File: src/rtl/mem_arbiter_if.sv
// Bus bundle between the two requesters, the arbiter and a single-port memory.
// The memory read path has one cycle of latency from mem_addr to mem_in.
interface mem_arbiter_if #(
   parameter int unsigned ADDR_WIDTH = 6,
   parameter int unsigned DATA_WIDTH = 16
);
   logic                  req0;
   logic                  req1;
   logic                  we0;
   logic                  we1;
   logic [ADDR_WIDTH-1:0] addr0;
   logic [ADDR_WIDTH-1:0] addr1;
   logic [DATA_WIDTH-1:0] wdata0;
   logic [DATA_WIDTH-1:0] wdata1;
   logic                  ack0;
   logic                  ack1;
   logic [DATA_WIDTH-1:0] rdata;
   logic                  busy;
   logic                  mem_we;
   logic [ADDR_WIDTH-1:0] mem_addr;
   logic [DATA_WIDTH-1:0] mem_data;
   logic [DATA_WIDTH-1:0] mem_in;

   modport master (
      output req0, req1, we0, we1, addr0, addr1, wdata0, wdata1, mem_in,
      input  ack0, ack1, rdata, busy, mem_we, mem_addr, mem_data
   );

   modport slave (
      input  req0, req1, we0, we1, addr0, addr1, wdata0, wdata1, mem_in,
      output ack0, ack1, rdata, busy, mem_we, mem_addr, mem_data
   );
endinterface

File: src/rtl/mem_arbiter.sv
// Round-robin arbiter giving two ports (0 = CPU, 1 = loader) one memory access
// at a time; request fields are latched at selection so the port may change them.
module mem_arbiter #(
   parameter int unsigned ADDR_WIDTH = 6,
   parameter int unsigned DATA_WIDTH = 16
) (
   input  logic          clk,
   input  logic          rst,
   mem_arbiter_if.slave  bus
);

   typedef enum logic [1:0] {
      IDLE      = 2'd0,
      ACCESS    = 2'd1,
      READ_DATA = 2'd2
   } state_e;

   state_e                state_q, state_d;
   logic                  prio_q, prio_d;
   logic                  owner_q, owner_d;
   logic                  we_q, we_d;
   logic [ADDR_WIDTH-1:0] addr_q, addr_d;
   logic [DATA_WIDTH-1:0] wdata_q, wdata_d;

   logic                  any_req;
   logic                  win;

   always_ff @(posedge clk) begin
      if (rst) begin
         state_q <= IDLE;
         prio_q  <= 1'b0;
         owner_q <= 1'b0;
         we_q    <= 1'b0;
         addr_q  <= '0;
         wdata_q <= '0;
      end else begin
         state_q <= state_d;
         prio_q  <= prio_d;
         owner_q <= owner_d;
         we_q    <= we_d;
         addr_q  <= addr_d;
         wdata_q <= wdata_d;
      end
   end

   always_comb begin
      any_req = bus.req0 | bus.req1;
      // A lone requester wins outright; on contention the pointer decides.
      win     = (bus.req0 & bus.req1) ? prio_q : bus.req1;

      state_d = state_q;
      prio_d  = prio_q;
      owner_d = owner_q;
      we_d    = we_q;
      addr_d  = addr_q;
      wdata_d = wdata_q;

      unique case (state_q)
         IDLE: begin
            if (any_req) begin
               state_d = ACCESS;
               owner_d = win;
               prio_d  = ~win;
               we_d    = win ? bus.we1    : bus.we0;
               addr_d  = win ? bus.addr1  : bus.addr0;
               wdata_d = win ? bus.wdata1 : bus.wdata0;
            end
         end
         ACCESS:    state_d = we_q ? IDLE : READ_DATA;
         READ_DATA: state_d = IDLE;
         default:   state_d = IDLE;
      endcase
   end

   // Acks are masked while rst is high so an aborted access never completes.
   always_comb begin
      bus.ack0     = 1'b0;
      bus.ack1     = 1'b0;
      bus.rdata    = '0;
      bus.busy     = (state_q != IDLE);
      bus.mem_we   = 1'b0;
      bus.mem_addr = '0;
      bus.mem_data = '0;

      unique case (state_q)
         ACCESS: begin
            bus.mem_we   = we_q;
            bus.mem_addr = addr_q;
            bus.mem_data = wdata_q;
            if (we_q && !rst) begin
               bus.ack0 = ~owner_q;
               bus.ack1 = owner_q;
            end
         end
         READ_DATA: begin
            bus.rdata = bus.mem_in;
            if (!rst) begin
               bus.ack0 = ~owner_q;
               bus.ack1 = owner_q;
            end
         end
         default: ;
      endcase
   end

endmodule

File: src/flat_wrapper.sv
// flat-port wrapper written by rule: the top's interface ports become plain ports
module mem_arbiter_flat 
#(
   parameter int unsigned ADDR_WIDTH = 6,
   parameter int unsigned DATA_WIDTH = 16
)
  (clk, rst, bus_req0, bus_req1, bus_we0, bus_we1, bus_addr0, bus_addr1, bus_wdata0, bus_wdata1, bus_mem_in, bus_ack0, bus_ack1, bus_rdata, bus_busy, bus_mem_we, bus_mem_addr, bus_mem_data);
  mem_arbiter_if #(.ADDR_WIDTH(ADDR_WIDTH), .DATA_WIDTH(DATA_WIDTH)) bus_i ();
  input  logic clk;
  input  logic rst;
  input wire logic [$bits(bus_i.req0)-1:0] bus_req0;
  input wire logic [$bits(bus_i.req1)-1:0] bus_req1;
  input wire logic [$bits(bus_i.we0)-1:0] bus_we0;
  input wire logic [$bits(bus_i.we1)-1:0] bus_we1;
  input wire logic [$bits(bus_i.addr0)-1:0] bus_addr0;
  input wire logic [$bits(bus_i.addr1)-1:0] bus_addr1;
  input wire logic [$bits(bus_i.wdata0)-1:0] bus_wdata0;
  input wire logic [$bits(bus_i.wdata1)-1:0] bus_wdata1;
  input wire logic [$bits(bus_i.mem_in)-1:0] bus_mem_in;
  output wire logic [$bits(bus_i.ack0)-1:0] bus_ack0;
  output wire logic [$bits(bus_i.ack1)-1:0] bus_ack1;
  output wire logic [$bits(bus_i.rdata)-1:0] bus_rdata;
  output wire logic [$bits(bus_i.busy)-1:0] bus_busy;
  output wire logic [$bits(bus_i.mem_we)-1:0] bus_mem_we;
  output wire logic [$bits(bus_i.mem_addr)-1:0] bus_mem_addr;
  output wire logic [$bits(bus_i.mem_data)-1:0] bus_mem_data;
  assign bus_i.req0 = bus_req0;
  assign bus_i.req1 = bus_req1;
  assign bus_i.we0 = bus_we0;
  assign bus_i.we1 = bus_we1;
  assign bus_i.addr0 = bus_addr0;
  assign bus_i.addr1 = bus_addr1;
  assign bus_i.wdata0 = bus_wdata0;
  assign bus_i.wdata1 = bus_wdata1;
  assign bus_i.mem_in = bus_mem_in;
  assign bus_ack0 = bus_i.ack0;
  assign bus_ack1 = bus_i.ack1;
  assign bus_rdata = bus_i.rdata;
  assign bus_busy = bus_i.busy;
  assign bus_mem_we = bus_i.mem_we;
  assign bus_mem_addr = bus_i.mem_addr;
  assign bus_mem_data = bus_i.mem_data;
  mem_arbiter #(.ADDR_WIDTH(ADDR_WIDTH), .DATA_WIDTH(DATA_WIDTH)) u_core (.clk(clk), .rst(rst), .bus(bus_i));
endmodule
File: config.mk
export PLATFORM = sky130hd
export DESIGN_NAME = mem_arbiter_flat
export DESIGN_NICKNAME = d
export VERILOG_FILES = /design/src/rtl/mem_arbiter_if.sv /design/src/rtl/mem_arbiter.sv /design/src/flat_wrapper.sv
export SDC_FILE = /design/constraint.sdc
export NUM_CORES = 1
export LEC_CHECK = 0
export ABC_AREA = 1
export CORE_ASPECT_RATIO = 0.6
export CORE_MARGIN = 3
export CORE_UTILIZATION = 38
export CTS_CLUSTER_DIAMETER = 120
export DETAILED_ROUTE_END_ITERATION = 10
export PLACE_DENSITY = 0.82
export SYNTH_ARGS = -nofsm -noshare
export SYNTH_HDL_FRONTEND = slang
export SYNTH_SLANG_ARGS = --single-unit
File: constraint.sdc
create_clock -name clk -period 4.1 [get_ports clk]
set_clock_uncertainty 0.05 [all_clocks]
set_input_delay 0.41 -clock clk [delete_from_list [all_inputs] [get_ports clk]]
set_output_delay 0.41 -clock clk [all_outputs]
set_load 0.02 [all_outputs]
==> flow_results.org, run 1 <==
** Status
- Outcome :: finished, final reports clean

** STA
- Worst-case setup margin in the final layout :: 1.17 ns
- Setup tns final :: 0 ns
- Setup repair after global routing missed its margin :: no
- Final-report hold violation count :: 0
- The final-report max-slew violation count is 0.
- Final Cycle Share :: 0.714
- Transition at the pin with the smallest max-transition slack :: 0.943 ns
- Slew Limit Headroom :: 0.371
- Counting I/O delays and the setup requirement, the final critical path takes 2.93 ns.
- Post-route worst hold slack :: 0.445 ns
- Setup violations remaining at the end of the flow were counted as 0.
- Static timing analysis puts the maximum clock frequency at 342 MHz.

** Yosys
- Number of flip-flops and latches in the synthesized netlist :: 27
- Post-synthesis sequential area ratio :: 0.303
- Count of synthesis-stage warnings from yosys :: 0
- Of the total synthesized cell area, the portion taken by full adders, half adders and majority gates is 0.0210.
- Number of nets in the synthesized netlist :: 375
- Gate count of the mapped netlist :: 306
- Of the total synthesized cell area, the portion taken by XOR and XNOR cells is 0.
- Number of enable-type register cells in the synthesized netlist :: 0
- Share of Yosys cell area claimed by the top area cell type :: 0.303
- Post-synthesis compound-gate area fraction :: 0.0245
- Synth Cell Area :: 0.00179 sq mm
- Leading cell types by count after synthesis :: sky130_fd_sc_hd__nand2_1, sky130_fd_sc_hd__inv_1, sky130_fd_sc_hd__nor2_1
- Library cell occupying the most area in the post-synthesis netlist :: sky130_fd_sc_hd__dfxtp_1
- Of the post-synthesis cell area, the part taken by muxes is 0.
- Largest family of logic cells by synthesized area :: simple AND/OR/NAND/NOR gates
- Most common flop cell mapped by yosys :: sky130_fd_sc_hd__dfxtp_1
- In the post-synthesis netlist, the cell with the most instances is sky130_fd_sc_hd__nand2_1.
- Counting flops with an async set or reset pin after synthesis yields a share of 0.
- Ranked by total cell area, the synthesized netlist is headed by sky130_fd_sc_hd__dfxtp_1, sky130_fd_sc_hd__nand2_1, sky130_fd_sc_hd__inv_1.
- Simple-gate portion of the synthesized area :: 0.457
- Mean cell area of the mapped netlist :: 5.84 sq um
- Counting distinct cell types in the post-synthesis netlist gives 22.

** Power and ir drop
- Power per cell area :: 268 mW/mm^2
- In this run the static leakage power is 1.59 nW.
- After layout, the design draws a total of 0.781 mW.
- Highest ir drop seen on vdd :: 0.000147 V

** Setup path
- The number of cells on the worst reg-to-reg path is 8.
- Maximum net fanout on the critical path :: 24
- By startpoint and endpoint, the worst setup path is classified as flop to output port.
- The endpoint identified for the worst register-to-register timing path is u_core.wdata_q[7].
- Across all register-to-register paths, the minimum setup slack is 2.29 ns.
- In this run the critical register-to-register path is launched from u_core.state_q[0].
- The worst setup path is launched from a flop.
- Data on the critical path is required at its endpoint by 3.64 ns.
- STA classifies the critical path endpoint as an output port.
- For the worst setup path, the data arrival time is 2.47 ns.

** Global route
- Total Routing Usage GR :: 0.203
- For this run, global-route usage on met2 was measured as 0.327.
- Via count of the first global-routing pass :: 2029
- Entering global routing, the biggest net connects 27 pins.
- Antenna violations before repair :: 0
- Wire length of the first global-routing pass :: 9.17 mm
- After global routing, the most crowded layer is met2.
- Met3 layer usage reported by global route :: 0.0495
- Overflow left after global routing :: 0
- For met1 alone, demand over resource in global routing was 0.286.

** Die
- Die Y :: 59.1 microns
- For this configuration, the core starts out at a cell density of 0.415.
- Measured along the x axis, the die boundary spans 94.5 microns.
- The die covers 0.00559 sq mm.
- After floorplanning, the core was divided into 18 placement rows.
- After floorplanning, the core was sized to cover 0.00430 sq mm.
- I/O pin cnt :: 108

** Placement
- Once detailed placement completed, the half-perimeter wirelength came to 4.39 mm.
- At the end of routability-driven placement, the weighted congestion stood at 0.834.
- Port Buf Inserts :: 107
- Timing analysis after detailed placement gives a worst setup slack of 1.50 ns.
- Standard cell area after detailed placement :: 0.00287 sq mm

** Clock tree
- Resized Gates After CTS :: 0
- Number of clock buffers inserted by TritonCTS :: 3
- Number of clock sinks :: 27
- The clock reaches the later pin of the worst-skew pair after 0.27 ns.
- TritonCTS built the clock tree.
- Postcts setup bufs :: 0
- Clock Path Buffers :: 2
- H-tree lvl count :: 1
- Buffers inserted to repair hold after CTS numbered 0.
- Clock root buffer :: sky130_fd_sc_hd__clkbuf_8
- After clock tree synthesis, the clock-pin slew on the worst setup and hold paths is 0.09 ns.

** Cells and area
- Antenna diodes :: 0
- Fill cell instance count of the final layout :: 385
- Net count reported at finish :: 473
- In the final layout, the share of cells above drive strength 1 is 0.0571.
- Area Overhead vs Synth :: 63.0%
- Post-route cell area :: 0.00291 sq mm

** Routing
- Total Routed Length :: 5.66 mm
- Before antenna repair, the detailed router went through 4 iterations.
- DR vias :: 2055
- In the final routed layout, each cell accounts on average for 12.2 microns.
- Vias per inst :: 4.44
- The first routing iteration left 102 violations.
- Remaining antenna violation count after routing :: 0
- After detailed routing, the number of remaining DRC violations is 0.

** Worst hold path
- The path with the worst hold slack has its endpoint at u_core.prio_q.
- Path class of the lowest-slack min-delay path :: flop to flop
- Startpoint of the worst hold path :: u_core.prio_q
- The worst hold path passes through 2 cells.

** Job
- Across the run, the number of max-cap violations was 0.
worst max-delay path: stages, from the launching register on:
cell and delay (ns):
sky130_fd_sc_hd__dfxtp_1 0.34, sky130_fd_sc_hd__inv_1 0.09, sky130_fd_sc_hd__ha_1 0.72, sky130_fd_sc_hd__nand2_1 0.11
sky130_fd_sc_hd__inv_1 0.10, sky130_fd_sc_hd__o211ai_1 0.10, sky130_fd_sc_hd__nor2_1 0.13, sky130_fd_sc_hd__clkdlybuf4s50_1 0.61
how the worst max path moves through the flow:
stage                            startpoint            end  depth (start not counted)
after floorplan           u_core.state_q[0]  bus_rdata[10]                          6
after global placement    u_core.state_q[1]       bus_ack1                          7
after detailed placement  u_core.state_q[1]       bus_ack1                          7
after CTS                 u_core.state_q[1]       bus_ack1                          7
after global routing      u_core.state_q[1]       bus_ack0                          7
final                     u_core.state_q[1]       bus_ack1                          7
routing by layer:
| metal | wire, microns | part of all wire |
|---|---|---|
| met4 | 8 | 0.0014 |
| met5 | 0 | 0 |
| met2 | 2510 | 0.44 |
| met3 | 546 | 0.097 |
| met1 | 2600 | 0.46 |
cell usage in the layout, fill, tap and decap left out, types with 3 or more instances in the layout:
master                            instances
sky130_fd_sc_hd__dfxtp_1                 27
sky130_fd_sc_hd__ha_1                     3
sky130_fd_sc_hd__a21oi_1                  3
sky130_fd_sc_hd__nand4_1                 23
sky130_fd_sc_hd__nand3_1                 13
sky130_fd_sc_hd__nand2_1                 89
sky130_fd_sc_hd__nor2_1                  44
sky130_fd_sc_hd__clkbuf_8                 3
sky130_fd_sc_hd__inv_1                   68
sky130_fd_sc_hd__nor2_2                   9
sky130_fd_sc_hd__clkdlybuf4s50_1        107
sky130_fd_sc_hd__buf_4                    3
logic make-up (layout without fill, tap and decap cells):
family,after synthesis,count (layout)
and+or+nand+nor,183,183
buffers and inverters,86,183
DFF,27,27
AOI/OAI and AO/OA,7,7
adders and majority gates,3,3
per-stage QoR:
| step | util | std cells |
|---|---|---|
| CTS | 0.677 | 463 |
| global route | 0.677 | 463 |
| global placement | 0.666 | 459 |
| finish | 0.677 | 463 |
| floorplan | - | 306 |
| detailed placement | 0.666 | 459 |
final cells by class:
cell class	instances	area (sq um)	share of cell area
clock buffer	3	41.3	0.0142
clock inverter	1	5.00	0.00172
inverter	69	259	0.0890
multi-input combinational	193	897	0.308
sequential	27	541	0.186
tap	60	75.1	0.0258
timing repair buffer	110	1090	0.376
sequential cells by signal (all words and copies together) (netlist names):
signal / cells
u_core.prio_q: 1
u_core.state_q: 2
u_core.wdata_q: 16
u_core.owner_q: 1
u_core.we_q: 1
u_core.addr_q: 6
power by group:
part	switching, mW	total [mW]	internal [mW]
clock network	0.0812	0.149	0.0681
registers	0.0158	0.308	0.293
logic	0.178	0.323	0.145
total	0.275	0.781	0.506
Note: power is estimated with default switching activity, not from simulation.
==> run 2, diff against run 1 <==
- CORE_UTILIZATION: 38 -> 34
- PLACE_DENSITY: 0.82 -> 0.77
- clock period: 4.1 -> 2.37 ns (I/O delays scaled with it)
==> flow_results.org, run 2 (same netlist as run 1, synthesis figures left out) <==
** Setup path
- Maximum net fanout on the critical path :: 10 (was 24)
- Cell breakdown of the critical path :: inv_1 -> ha_1 -> buf_4 -> nand2_1 -> inv_1 -> clkdlybuf4s50_1 (was inv_1 -> ha_1 -> nand2_1 -> inv_1 -> o211ai_1 -> nor2_1 -> clkdlybuf4s50_1)
- Most used cell, CP :: sky130_fd_sc_hd__inv_1 (unchanged)
- The critical path data required time is 2.08 ns (was 3.64 ns).
- Worst setup path startpoint :: u_core.state_q[0] (was u_core.state_q[1])
- The register-to-register setup slack came to 0.72 ns (was 2.29 ns).
- The cell at the slowest stage of the critical path is sky130_fd_sc_hd__clkdlybuf4s50_1 (was sky130_fd_sc_hd__ha_1).
- End point of the critical path :: bus_rdata[12] (was bus_ack1)
- Critical path's largest stage delay :: 0.61 ns (was 0.72 ns)
- The critical register-to-register path endpoint is u_core.wdata_q[7] (unchanged).
- The cell family contributing the most delay on the critical path is buffers and inverters (unchanged).
- Element type at the critical path end :: output port (unchanged)
- Kind of start point of the critical path :: flop (unchanged)
- Buffers plus inverters on the worst setup path :: 4 (was 3)
- Worst flop-to-flop path startpoint :: u_core.state_q[1] (was u_core.state_q[0])
- Crit path depth :: 6 (was 7)
- Endpoint arrival time on the critical path :: 1.96 ns (was 2.47 ns)
- The depth of the most critical reg-to-reg path was 9 (was 8).
- The path type of the worst setup path is flop to output port (unchanged).

** Die
- Die Footprint :: 0.00619 sq mm (was 0.00559 sq mm)
- The number of core rows is 19 (was 18).
- The effective utilization at floorplan is 0.372 (was 0.415).
- I/O pin cnt :: 108 (unchanged)
- The vertical extent of the die was 62.2 microns (was 59.1 microns).
- Standard cell core area :: 0.00480 sq mm (was 0.00430 sq mm)
- DIE WIDTH :: 99.6 microns (was 94.5 microns)

** STA
- Dividing the final minimum period by the clock period gives 0.946.
- The number of endpoints with negative hold slack in the final report was 0 (unchanged).
- Setup repair after global routing missed its margin :: no (unchanged)
- Minimum period implied by the final worst setup slack :: 2.24 ns
- For this run, the top clock speed supported by timing is 446 MHz.
- The setup-violating endpoint count in the final report was 0 (unchanged).
- Setup tns final :: 0 ns (unchanged)
- The final-report max-slew violation count was 0 (unchanged).
- Transition at the pin with the smallest max-transition slack :: 0.284 ns (was 0.943 ns)
- The relative slew slack is 0.810 (was 0.371).

** Cells and area
- The area of combinational cells with multiple inputs is 897 sq um (unchanged).
- The layout filler cell count was 455 (was 385).
- The register ranked first by flip-flop count is u_core.wdata_q (unchanged).
- Post-route cell area :: 0.00297 sq mm (was 0.00291 sq mm)
- The diode insertion count for antenna repair was 0 (unchanged).
- FF+latch area :: 541 sq um (unchanged)
- Non-Filler Instances :: 474 (was 463)
- Commonest cells after routing, fill and taps aside :: sky130_fd_sc_hd__clkdlybuf4s50_1, sky130_fd_sc_hd__nand2_1, sky130_fd_sc_hd__inv_1, sky130_fd_sc_hd__nor2_1, sky130_fd_sc_hd__dfxtp_1 (unchanged)
- Largest registers :: u_core.wdata_q (16), u_core.addr_q (6), u_core.state_q (2) (unchanged)
- Area Overhead vs Synth :: 66.5% (was 63.0%)
- The final-stage net count is 481 (was 473).
- Number of flip-flops in the largest register :: 16 (unchanged)
- The final core utilization came to 0.619 (was 0.677).
- The most frequent standard cell in the layout excluding fill and tap cells is sky130_fd_sc_hd__clkdlybuf4s50_1 (unchanged).
- The fraction of layout instances using a drive strength above 1 was 0.0730 (was 0.0571).

** Global route
- The aggregate global routing overflow is 0 (unchanged).
- Antenna violations before repair :: 0 (unchanged)
- Total Routing Usage GR :: 0.186 (was 0.203)
- Wire length of the first global-routing pass :: 9.54 mm (was 9.17 mm)
- The maximum number of pins on one net before global-route repair came to 27 (unchanged).
- Via count of the first global-routing pass :: 2007 (was 2029)

** Status
- Outcome :: finished, final reports clean (unchanged)

** Routing
- The number of search-and-repair iterations in the first detailed-routing pass is 4 (unchanged).
- Remaining antenna violation count after routing :: 0 (unchanged)
- The via-per-instance ratio came to 4.43 (was 4.44).
- The number of design rule violations left after detail routing is 0 (unchanged).
- Violation count after the first detailed-route iteration :: 60 (was 102)
- Total Routed Length :: 5.92 mm (was 5.66 mm)
- The total via count after detailed routing was 2099 (was 2055).
- The average wire per standard cell came to 12.5 microns (was 12.2 microns).

** Clock tree
- Clock tree from TritonCTS :: yes (unchanged)
- Post-CTS clock slew at the launch and capture registers of the worst setup and hold paths :: 0.09 ns (about the same)
- The number of buffers on the longest clock path came to 2 (unchanged).
- H-tree lvl count :: 1 (unchanged)
- Resized Gates After CTS :: 0 (unchanged)
- # hold bufs at CTS :: 0 (unchanged)
- The latest clock arrival within the worst-skew pair was 0.27 ns (about the same).
- Postcts setup bufs :: 0 (unchanged)
- Number of clock sinks :: 27 (unchanged)
- Clock root buffer :: sky130_fd_sc_hd__clkbuf_8 (unchanged)
- The CTS buffer count was 3 (unchanged).

** Placement
- The area after detailed placement came to 0.00293 sq mm (was 0.00287 sq mm).
- The estimated wirelength of the detail-placed design is 4.66 mm (was 4.39 mm).
- The final estimated routing congestion in global placement came to 0.775 (was 0.834).
- The cell count after placement was 470 (was 459).
- Port Buf Inserts :: 107 (unchanged)

** Power and ir drop
- LEAKAGE :: 1.62 nW (was 1.59 nW)
- The cell area power density was 464 mW/mm^2 (was 268 mW/mm^2).
- Highest ir drop seen on vdd :: 0.000218 V (was 0.000147 V)

** Job
- The max-cap violation count came to 0 (unchanged).

** Worst hold path
- Path class of the lowest-slack min-delay path :: flop to flop (unchanged)
[run 2: cell count changes in the layout (fill, tap and decap cells not counted)]
cell and change:
sky130_fd_sc_hd__clkinv_2 -1, sky130_fd_sc_hd__clkbuf_1 +1, sky130_fd_sc_hd__buf_4 +8
[run 2: stage by stage]
stage	hold WS [ns]	setup WS, ns	total power [mW]
2_1_floorplan	0.374	0.845	0.870
3_3_place_gp	0.404	0.480	1.12
3_5_place_dp	0.424	0.412	1.13
4_1_cts	0.437	0.100	1.39
5_1_grt	0.484	0.00545	1.47
6_report	0.444	0.128	1.38
[run 2: worst min path at each step]
stage | cells past startpoint | slack (ns) | start | end
after floorplan | 3 | 0.37 | bus_req0 | u_core.state_q[1]
after global placement | 2 | 0.40 | u_core.prio_q | u_core.prio_q
after detailed placement | 2 | 0.42 | u_core.prio_q | u_core.prio_q
after CTS | 2 | 0.44 | u_core.prio_q | u_core.prio_q
after global routing | 2 | 0.48 | u_core.prio_q | u_core.prio_q
final | 2 | 0.44 | u_core.prio_q | u_core.prio_q
[run 2: layer usage]
metal / global-route usage / up-vias / routed length, microns
li1: - / 1115 / -
met4: 0.0239 / 0 / 20
met2: 0.298 / 71 / 2590
met1: 0.256 / 911 / 2820
met3: 0.0515 / 2 / 491
met5: 0 / - / 0
[run 2: power breakdown]
group          internal (mW)  leakage, nW  switching [mW]
Sequential             0.506        0.223          0.0281
Clock                  0.121       0.0228           0.144
Combinational          0.269         1.38           0.313
Total                  0.896         1.62           0.485
[run 2: final cells by class]
type	instances	share of cell area
Timing Repair Buffer	118	0.388
Multi-Input combinational cell	193	0.302
Sequential cell	27	0.182
Inverter	69	0.0871
Tap cell	63	0.0265
Clock buffer	4	0.0151
[run 2: worst reg2reg max path: cells and delay by family (launching register included)]
kind	cells	cell delay, ns
simple gates	4	0.28
flops	1	0.34
buf+inv	3	0.59
compound gates	1	0.11
fa+ha+maj	1	0.18
